==> src/rtl/lane_dispatch_ctrl.sv <==
// lane_dispatch_ctrl: steers an unstriped byte stream onto two PHY lanes.
// Lane choice alternates per word or per burst. A stalled byte waits for its
// own lane and is never redirected. Per-lane word counters and a
// completed-burst counter are kept for status.
module lane_dispatch_ctrl #(
  parameter int DATA_W = 8,
  parameter int CNT_W  = 8
) (
  input  logic              clk_2f,
  input  logic              reset_L,
  input  logic              enable,
  input  logic              mode,
  input  logic              valid_in,
  input  logic [DATA_W-1:0] data_in,
  input  logic              pause_0,
  input  logic              pause_1,
  output logic              ready_out,
  output logic [DATA_W-1:0] data_out_0,
  output logic              valid_out_0,
  output logic [DATA_W-1:0] data_out_1,
  output logic              valid_out_1,
  output logic              lane_sel,
  output logic [1:0]        state,
  output logic [CNT_W-1:0]  count_0,
  output logic [CNT_W-1:0]  count_1,
  output logic [CNT_W-1:0]  burst_cnt
);

  typedef enum logic [1:0] {
    IDLE  = 2'b00,
    BURST = 2'b01,
    STALL = 2'b10
  } state_t;

  state_t             state_q, state_d;
  logic               lane_sel_q, lane_sel_d;
  logic               mode_q, mode_d;
  // Set once the current burst has moved at least one byte; decides whether
  // a return to IDLE counts as a completed burst.
  logic               got_byte_q, got_byte_d;
  logic [DATA_W-1:0]  data_out_0_q, data_out_0_d;
  logic [DATA_W-1:0]  data_out_1_q, data_out_1_d;
  logic               valid_out_0_q, valid_out_0_d;
  logic               valid_out_1_q, valid_out_1_d;
  logic [CNT_W-1:0]   count_0_q, count_0_d;
  logic [CNT_W-1:0]   count_1_q, count_1_d;
  logic [CNT_W-1:0]   burst_cnt_q, burst_cnt_d;
  logic               target_paused;
  logic               accept;
  logic               end_burst;

  // Only the pause of the currently targeted lane can hold off the source.
  assign target_paused = lane_sel_q ? pause_1 : pause_0;
  assign ready_out     = reset_L & enable & ~target_paused;
  assign accept        = valid_in & ready_out;

  // Next-state, lane steering, output staging and counter updates.
  always_comb begin
    state_d       = state_q;
    lane_sel_d    = lane_sel_q;
    mode_d        = mode_q;
    got_byte_d    = got_byte_q;
    count_0_d     = count_0_q;
    count_1_d     = count_1_q;
    burst_cnt_d   = burst_cnt_q;
    end_burst     = 1'b0;
    valid_out_0_d = accept & ~lane_sel_q;
    valid_out_1_d = accept & lane_sel_q;
    data_out_0_d  = valid_out_0_d ? data_in : '0;
    data_out_1_d  = valid_out_1_d ? data_in : '0;

    if (enable) begin
      // Mode is latched only between bursts so a burst never changes policy.
      if (state_q == IDLE) mode_d = mode;
      case (state_q)
        IDLE: begin
          if (accept)        state_d = BURST;
          else if (valid_in) state_d = STALL;
        end
        BURST: begin
          if (accept)        state_d = BURST;
          else if (valid_in) state_d = STALL;
          else               end_burst = 1'b1;
        end
        STALL: begin
          if (accept)         state_d = BURST;
          else if (!valid_in) end_burst = 1'b1;
        end
        default: state_d = IDLE;
      endcase
    end

    if (accept) begin
      got_byte_d = 1'b1;
      if (!mode_q) lane_sel_d = ~lane_sel_q;
      if (lane_sel_q) count_1_d = count_1_q + CNT_W'(1);
      else            count_0_d = count_0_q + CNT_W'(1);
    end

    // A withdrawal that moved no bytes is not a burst and does not flip lanes.
    if (end_burst) begin
      state_d    = IDLE;
      got_byte_d = 1'b0;
      if (got_byte_q) begin
        burst_cnt_d = burst_cnt_q + CNT_W'(1);
        if (mode_q) lane_sel_d = ~lane_sel_q;
      end
    end
  end

  // State and output registers; reset clears everything, dropping any in-flight byte.
  always_ff @(posedge clk_2f or negedge reset_L) begin
    if (!reset_L) begin
      state_q       <= IDLE;
      lane_sel_q    <= 1'b0;
      mode_q        <= 1'b0;
      got_byte_q    <= 1'b0;
      data_out_0_q  <= '0;
      data_out_1_q  <= '0;
      valid_out_0_q <= 1'b0;
      valid_out_1_q <= 1'b0;
      count_0_q     <= '0;
      count_1_q     <= '0;
      burst_cnt_q   <= '0;
    end else begin
      state_q       <= state_d;
      lane_sel_q    <= lane_sel_d;
      mode_q        <= mode_d;
      got_byte_q    <= got_byte_d;
      data_out_0_q  <= data_out_0_d;
      data_out_1_q  <= data_out_1_d;
      valid_out_0_q <= valid_out_0_d;
      valid_out_1_q <= valid_out_1_d;
      count_0_q     <= count_0_d;
      count_1_q     <= count_1_d;
      burst_cnt_q   <= burst_cnt_d;
    end
  end

  assign state       = state_q;
  assign lane_sel    = lane_sel_q;
  assign data_out_0  = data_out_0_q;
  assign data_out_1  = data_out_1_q;
  assign valid_out_0 = valid_out_0_q;
  assign valid_out_1 = valid_out_1_q;
  assign count_0     = count_0_q;
  assign count_1     = count_1_q;
  assign burst_cnt   = burst_cnt_q;

endmodule

==> config.mk <==
export PLATFORM = sky130hd
export DESIGN_NAME = lane_dispatch_ctrl
export DESIGN_NICKNAME = d
export VERILOG_FILES = /design/src/rtl/lane_dispatch_ctrl.sv
export SDC_FILE = /design/constraint.sdc
export NUM_CORES = 1
export LEC_CHECK = 0
export CAP_MARGIN = 20
export CELL_PAD_IN_SITES_DETAIL_PLACEMENT = 0
export CELL_PAD_IN_SITES_GLOBAL_PLACEMENT = 2
export CORE_ASPECT_RATIO = 0.8
export CORE_UTILIZATION = 32
export CTS_CLUSTER_DIAMETER = 200
export DETAILED_ROUTE_END_ITERATION = 7
export GPL_ROUTABILITY_DRIVEN = 0
export PLACE_DENSITY_LB_ADDON = 0.15
export SLEW_MARGIN = 20
export SYNTH_ARGS = -nofsm -noshare
export SYNTH_HDL_FRONTEND = slang
export SYNTH_SLANG_ARGS = --single-unit
==> constraint.sdc <==
create_clock -name clk_2f -period 2.6 [get_ports clk_2f]
set_input_delay 0.52 -clock clk_2f [delete_from_list [all_inputs] [get_ports clk_2f]]
set_output_delay 0.52 -clock clk_2f [all_outputs]
set_load 0.02 [all_outputs]
# [Yosys cells after proc, flatten, opt, wreduce, memory -nomap -nowiden]
# Index checks and enable logic that the tools add are counted.
[word_totals] register_bits=47 output_inout_bits=46 elab_cells=55 inputBits=15
[op_classes] addsub=3 muxes=20 reduce_logical=10 bitwise_logic=7 n_eq_ne=4
[ops] operator="8-bit by 1-bit adder with 8-bit output (second input constant)" count=3
[ops] operator="8-bit two-way mux" count=2
[ops] operator="1-bit two-way mux" count=12
[ops] operator="2-bit two-way mux" count=5
[ops] operator="2-bit AND reduction" count=4
[ops] operator="1-bit bitwise AND" count=5
[ops] operator="4-bit by 1-bit != test with 1-bit output (second input constant)" count=1
[ops] operator="2-bit case mux with 2 select lines" count=1
[ops] operator="2-bit nonzero test" count=2
[ops] operator="2-bit OR reduction" count=2
[ops] operator="3-bit != test (second input constant)" count=1
[ops] operator="3-bit AND reduction" count=1
[ops] operator="2-bit by 1-bit equality test with 1-bit output (second input constant)" count=1
[ops] operator="2-bit equality test (second input constant)" count=1
[ops] operator="2-bit zero test" count=1
[ops] operator="1-bit NOT" count=2

# [Longest topological paths before layout]
# Gate-level depths: netlist (run 1).
[logic_depth] word_depth=9 mapped_depth=6 mapped_depth_nobuf=6

# [Least setup slack after synthesis (run 1)]
# No wires, ideal clock.
[synth_path] path_type="register to output" start="register lane_sel_q, in the netlist lane_sel" end="output ready_out" path_stages_with_launch=3 setup_slack_ns=0.857 t_arrival_ns=1.223 n_path_buf=0 cell_sequence="dfrtp_1 > mux2_2 > nor2_1"
[synth_between] elab_chain_len=3
[synth_lines] item="start: declaration" line_no="36" rtl="logic lane_sel_q, lane_sel_d;"
[synth_lines] item="start signal: assignment" line_no="127" rtl="lane_sel_q <= lane_sel_d;"
[synth_lines] item="1-bit two-way mux" line_no="53" rtl="assign target_paused = lane_sel_q ? pause_1 : pause_0;"
[synth_lines] item="1-bit NOT" line_no="54" rtl="assign ready_out = reset_L & enable & ~target_paused;"
[synth_lines] item="1-bit bitwise AND" line_no="54"
[synth_lines] item="end: declaration" line_no="17" rtl="output logic ready_out,"
# No other way between the ends.

# [Worst setup path after layout (run 1)]
[layout_path] start="input pause_0" end="output ready_out"
[layout_between] elab_chain_len=3
[layout_lines] item="start: declaration" line_no="15" rtl="input logic pause_0,"
[layout_lines] item="1-bit two-way mux" line_no="53"
[layout_lines] item="1-bit NOT" line_no="54"
[layout_lines] item="1-bit bitwise AND" line_no="54"
# No other way between the ends.

==> flow_metrics.env, run 1 <==
export IMPL_clock_fmax_mhz=406.2
export IMPL_setup_violations_final=0
export IMPL_crit_chain="clkdlybuf4s50_1, mux2_2, nor2_1, clkdlybuf4s50_1"
export IMPL_endpoint_kind="output pin"
export IMPL_grt_pass1_vias=1463
export IMPL_route_detailed_drc=0
export IMPL_dr_pass1_iters=4
export IMPL_cts_tree="done"
export IMPL_path_clk_slew_ps=80
export IMPL_vias=1416
export IMPL_start_util_pct=33.24
export IMPL_period_minus_slack_ps=2462
export IMPL_cp_start_kind="input pin"
export IMPL_startpoint="pause_0"
export IMPL_min_path_type="input pin to async pin"
export IMPL_ys_types=34
export IMPL_ctsHtreeMaxLevel=2
export IMPL_cts_made_buffers=5
export IMPL_worst_slew_pin_slew_ps=330.5
export IMPL_routed_wl_mm=4.344
export IMPL_grt_max_degree=26
export IMPL_cpMostUsedCell="clkdlybuf4s50_1"
export IMPL_fin_crit_sh_pct=94.69
export IMPL_grt_pass1_wl_mm=7.410
export IMPL_ys_seq_area_share_pct=59.53
export IMPL_grt_util_all_layers_pct=14.66
export IMPL_reg2reg_depth=5
export IMPL_die_w_um=89.85
export IMPL_core_area_um2=5943
export IMPL_cp_top_family="buffers and inverters"
export IMPL_final_nets=249
export IMPL_syn_nets=179
export IMPL_hpwl_mm=3.324
export IMPL_leakage_nw=1.299
export IMPL_crit_fanout=4
export IMPL_critPathSlowestCell="clkdlybuf4s50_1"
export IMPL_required_ps=2080
export IMPL_final_common_cell="clkdlybuf4s50_1"
export IMPL_drive_above_1_share_pct=11.01
export IMPL_routedWlPerCell_um=14.10
export IMPL_vias_per_cell=4.597
export IMPL_numClockSinks=47
export IMPL_ios=61
export IMPL_antenna_found_initial=0
export IMPL_syn_inst=157
export IMPL_gr_total_overflow=0
export IMPL_syn_avg_cell_area_um2=12.58
export IMPL_crit_path_end="ready_out"
export IMPL_layout_common_cells="clkdlybuf4s50_1 (59), dfrtp_1 (47), and3_1 (23)"
export IMPL_slowest_delay_ps=600
export IMPL_worstSetupPathDepth=4
export IMPL_r2r_slack_ps=790
export IMPL_status="finished, final reports clean"
export IMPL_postCtsSetupRepairBufs=0
export IMPL_critPathKind="input pin to output pin"
export IMPL_cts_repair_resized=0
export IMPL_post_route_util_pct=46.86
export IMPL_fin_setup_tns_ps=0
export IMPL_cp_buffers_inverters=2
export IMPL_die_area_um2=6494
export IMPL_cap_violations=0
export IMPL_antennaDiodeCount=0
export IMPL_grt_setup_unrepaired="no"
export IMPL_yosysWarnings=0
export IMPL_clock_path_buffers=2
export IMPL_finalClockSkew_ps=5.956
export IMPL_clkLatencyLatePin_ps=290
export IMPL_drtIter0Drc=37
export IMPL_fillers=552
export IMPL_root_buffer="clkbuf_8"
export IMPL_slew_headroom_pct=77.85
export IMPL_rr_endpoint="burst_cnt[1]"
export IMPL_vdd_drop_max_v=0.0003892
export IMPL_place_port_buffers=60
export IMPL_multiInputGateArea_um2=760.7
export IMPL_postRouteAntennaNets=0
export IMPL_cts_hold_buffers_added=0
export IMPL_slew_viol_final=0
export IMPL_area_growth_pct=40.98
export IMPL_critPathArrivalTime_ps=1940
export IMPL_std_cell_rows=25
export IMPL_finalHoldViolCount=0
export IMPL_pwr_density_cell_nw_per_um2=747.3
export IMPL_reg2reg_from="state[1]"
export IMPL_yosys_register_bits=47
export IMPL_die_h_um=72.28
export IMPL_syn_area_um2=1976
export IMPL_register_area_um2=1176
[cells in the mapped netlist, drive strengths merged]
cell type / number / area (um^2)
dfrtp: 47 / 1176
and3: 24 / 155.1
xnor2: 19 / 166.4
nand2: 12 / 45.04
ha: 7 / 87.58
nand4: 7 / 43.79
mux2: 5 / 56.30
nor2: 5 / 28.78
buf: 3 / 23.77
inv: 3 / 11.26
nand3: 3 / 15.01
o21ai: 3 / 15.01
xor2: 3 / 26.28
a21o: 2 / 15.01
and2: 2 / 12.51
and4: 2 / 20.02
nor3: 2 / 15.01
a21oi: 1 / 5.000
a32o: 1 / 10.01
and2b: 1 / 7.510
clkbuf: 1 / 3.750
nand3b: 1 / 7.510
nor4bb: 1 / 10.01
o21ba: 1 / 10.01
o2bb2ai: 1 / 8.760
[metal layers]
layer / global-route usage [%] / vias to the layer above / share of wire (%)
met4: 3.763 / 0 / 0.58
met1: 20.50 / 696 / 49
met2: 22.74 / 40 / 45
met5: 0 / - / 0
li1: - / 678 / -
met3: 4.088 / 2 / 5.6
[how the worst min path moves through the flow]
stage	startpoint	endpoint	slack, ps	cells past startpoint
2_1_floorplan	reset_L	burst_cnt[0]	220	0
3_3_place_gp	reset_L	state[1]	410	1
3_5_place_dp	reset_L	state[1]	410	1
4_1_cts	reset_L	state[1]	90	1
5_1_grt	reset_L	state[1]	100	1
6_report	reset_L	state[1]	90	1
[sequential cells by signal, summed over array words and instances, names as in the netlist]
| register | count |
|---|---|
| got_byte_q | 1 |
| state | 2 |
| count_0 | 8 |
| data_out_0 | 8 |
| valid_out_1 | 1 |
| lane_sel | 1 |
| mode_q | 1 |
| count_1 | 8 |
| data_out_1 | 8 |
| valid_out_0 | 1 |
| burst_cnt | 8 |
[per-stage QoR]
| step | cell area [um^2] | setup slack (ps) | hold slack, ps | instances | total power [W] |
|---|---|---|---|---|---|
| global placement | 2698 | 153.8 | 409.6 | 301 | 0.001645 |
| finish | 2785 | 138.0 | 86.06 | 308 | 0.002081 |
| floorplan | 1976 | 857.3 | 224.4 | 157 | 0.001330 |
| CTS | 2785 | 135.4 | 87.61 | 308 | 0.002119 |
| global route | 2785 | 93.96 | 95.96 | 308 | 0.002225 |
| detailed placement | 2698 | 137.8 | 409.0 | 301 | 0.001671 |
[worst register-to-register path: cells and delay by family (launching register included)]
family | cells | cell delay, ps
fa+ha+maj | 1 | 290
buf+inv | 1 | 110
flops | 1 | 470
mux | 1 | 370
simple gates | 2 | 470
[cells by family (layout without fill, tap and decap cells)]
logic type,Yosys count,count (layout),synth area share (%)
muxes,5,5,2.850
DFF,47,47,59.53
AOI/OAI and AO/OA,9,9,3.229
and+or+nand+nor,60,60,18.24
buffers and inverters,7,77,1.963
xor gates and xnor gates,22,22,9.753
adders and majority gates,7,7,4.433
[report_power, final]
group	leakage, nW	switching [W]	internal [W]
Clock	0.0470	0.000224	0.000209
Sequential	0.636	0.000130	0.000839
Combinational	0.617	0.000342	0.000337
Total	1.30	0.000697	0.00138
[area by class of cell]
class,count,share of cell area [%]
sequential,47,42.23
multi-input combinational,103,27.31
timing repair buffer,67,23.27
tap,81,3.639
clock buffer,6,2.965
inverter,3,0.4043
clock inverter,1,0.1797
Note: power is estimated with default switching activity, not from simulation.
==> run 2, diff against run 1 <==
--- a/config.mk
+++ b/config.mk
@@ -9,6 +9,7 @@
 export CELL_PAD_IN_SITES_DETAIL_PLACEMENT = 0
 export CELL_PAD_IN_SITES_GLOBAL_PLACEMENT = 2
 export CORE_ASPECT_RATIO = 0.8
+export CORE_MARGIN = 1
 export CORE_UTILIZATION = 32
 export CTS_CLUSTER_DIAMETER = 200
 export DETAILED_ROUTE_END_ITERATION = 7
==> results of run 2 <==
The final DEF is identical to that of run 1; final timing and power are the same.
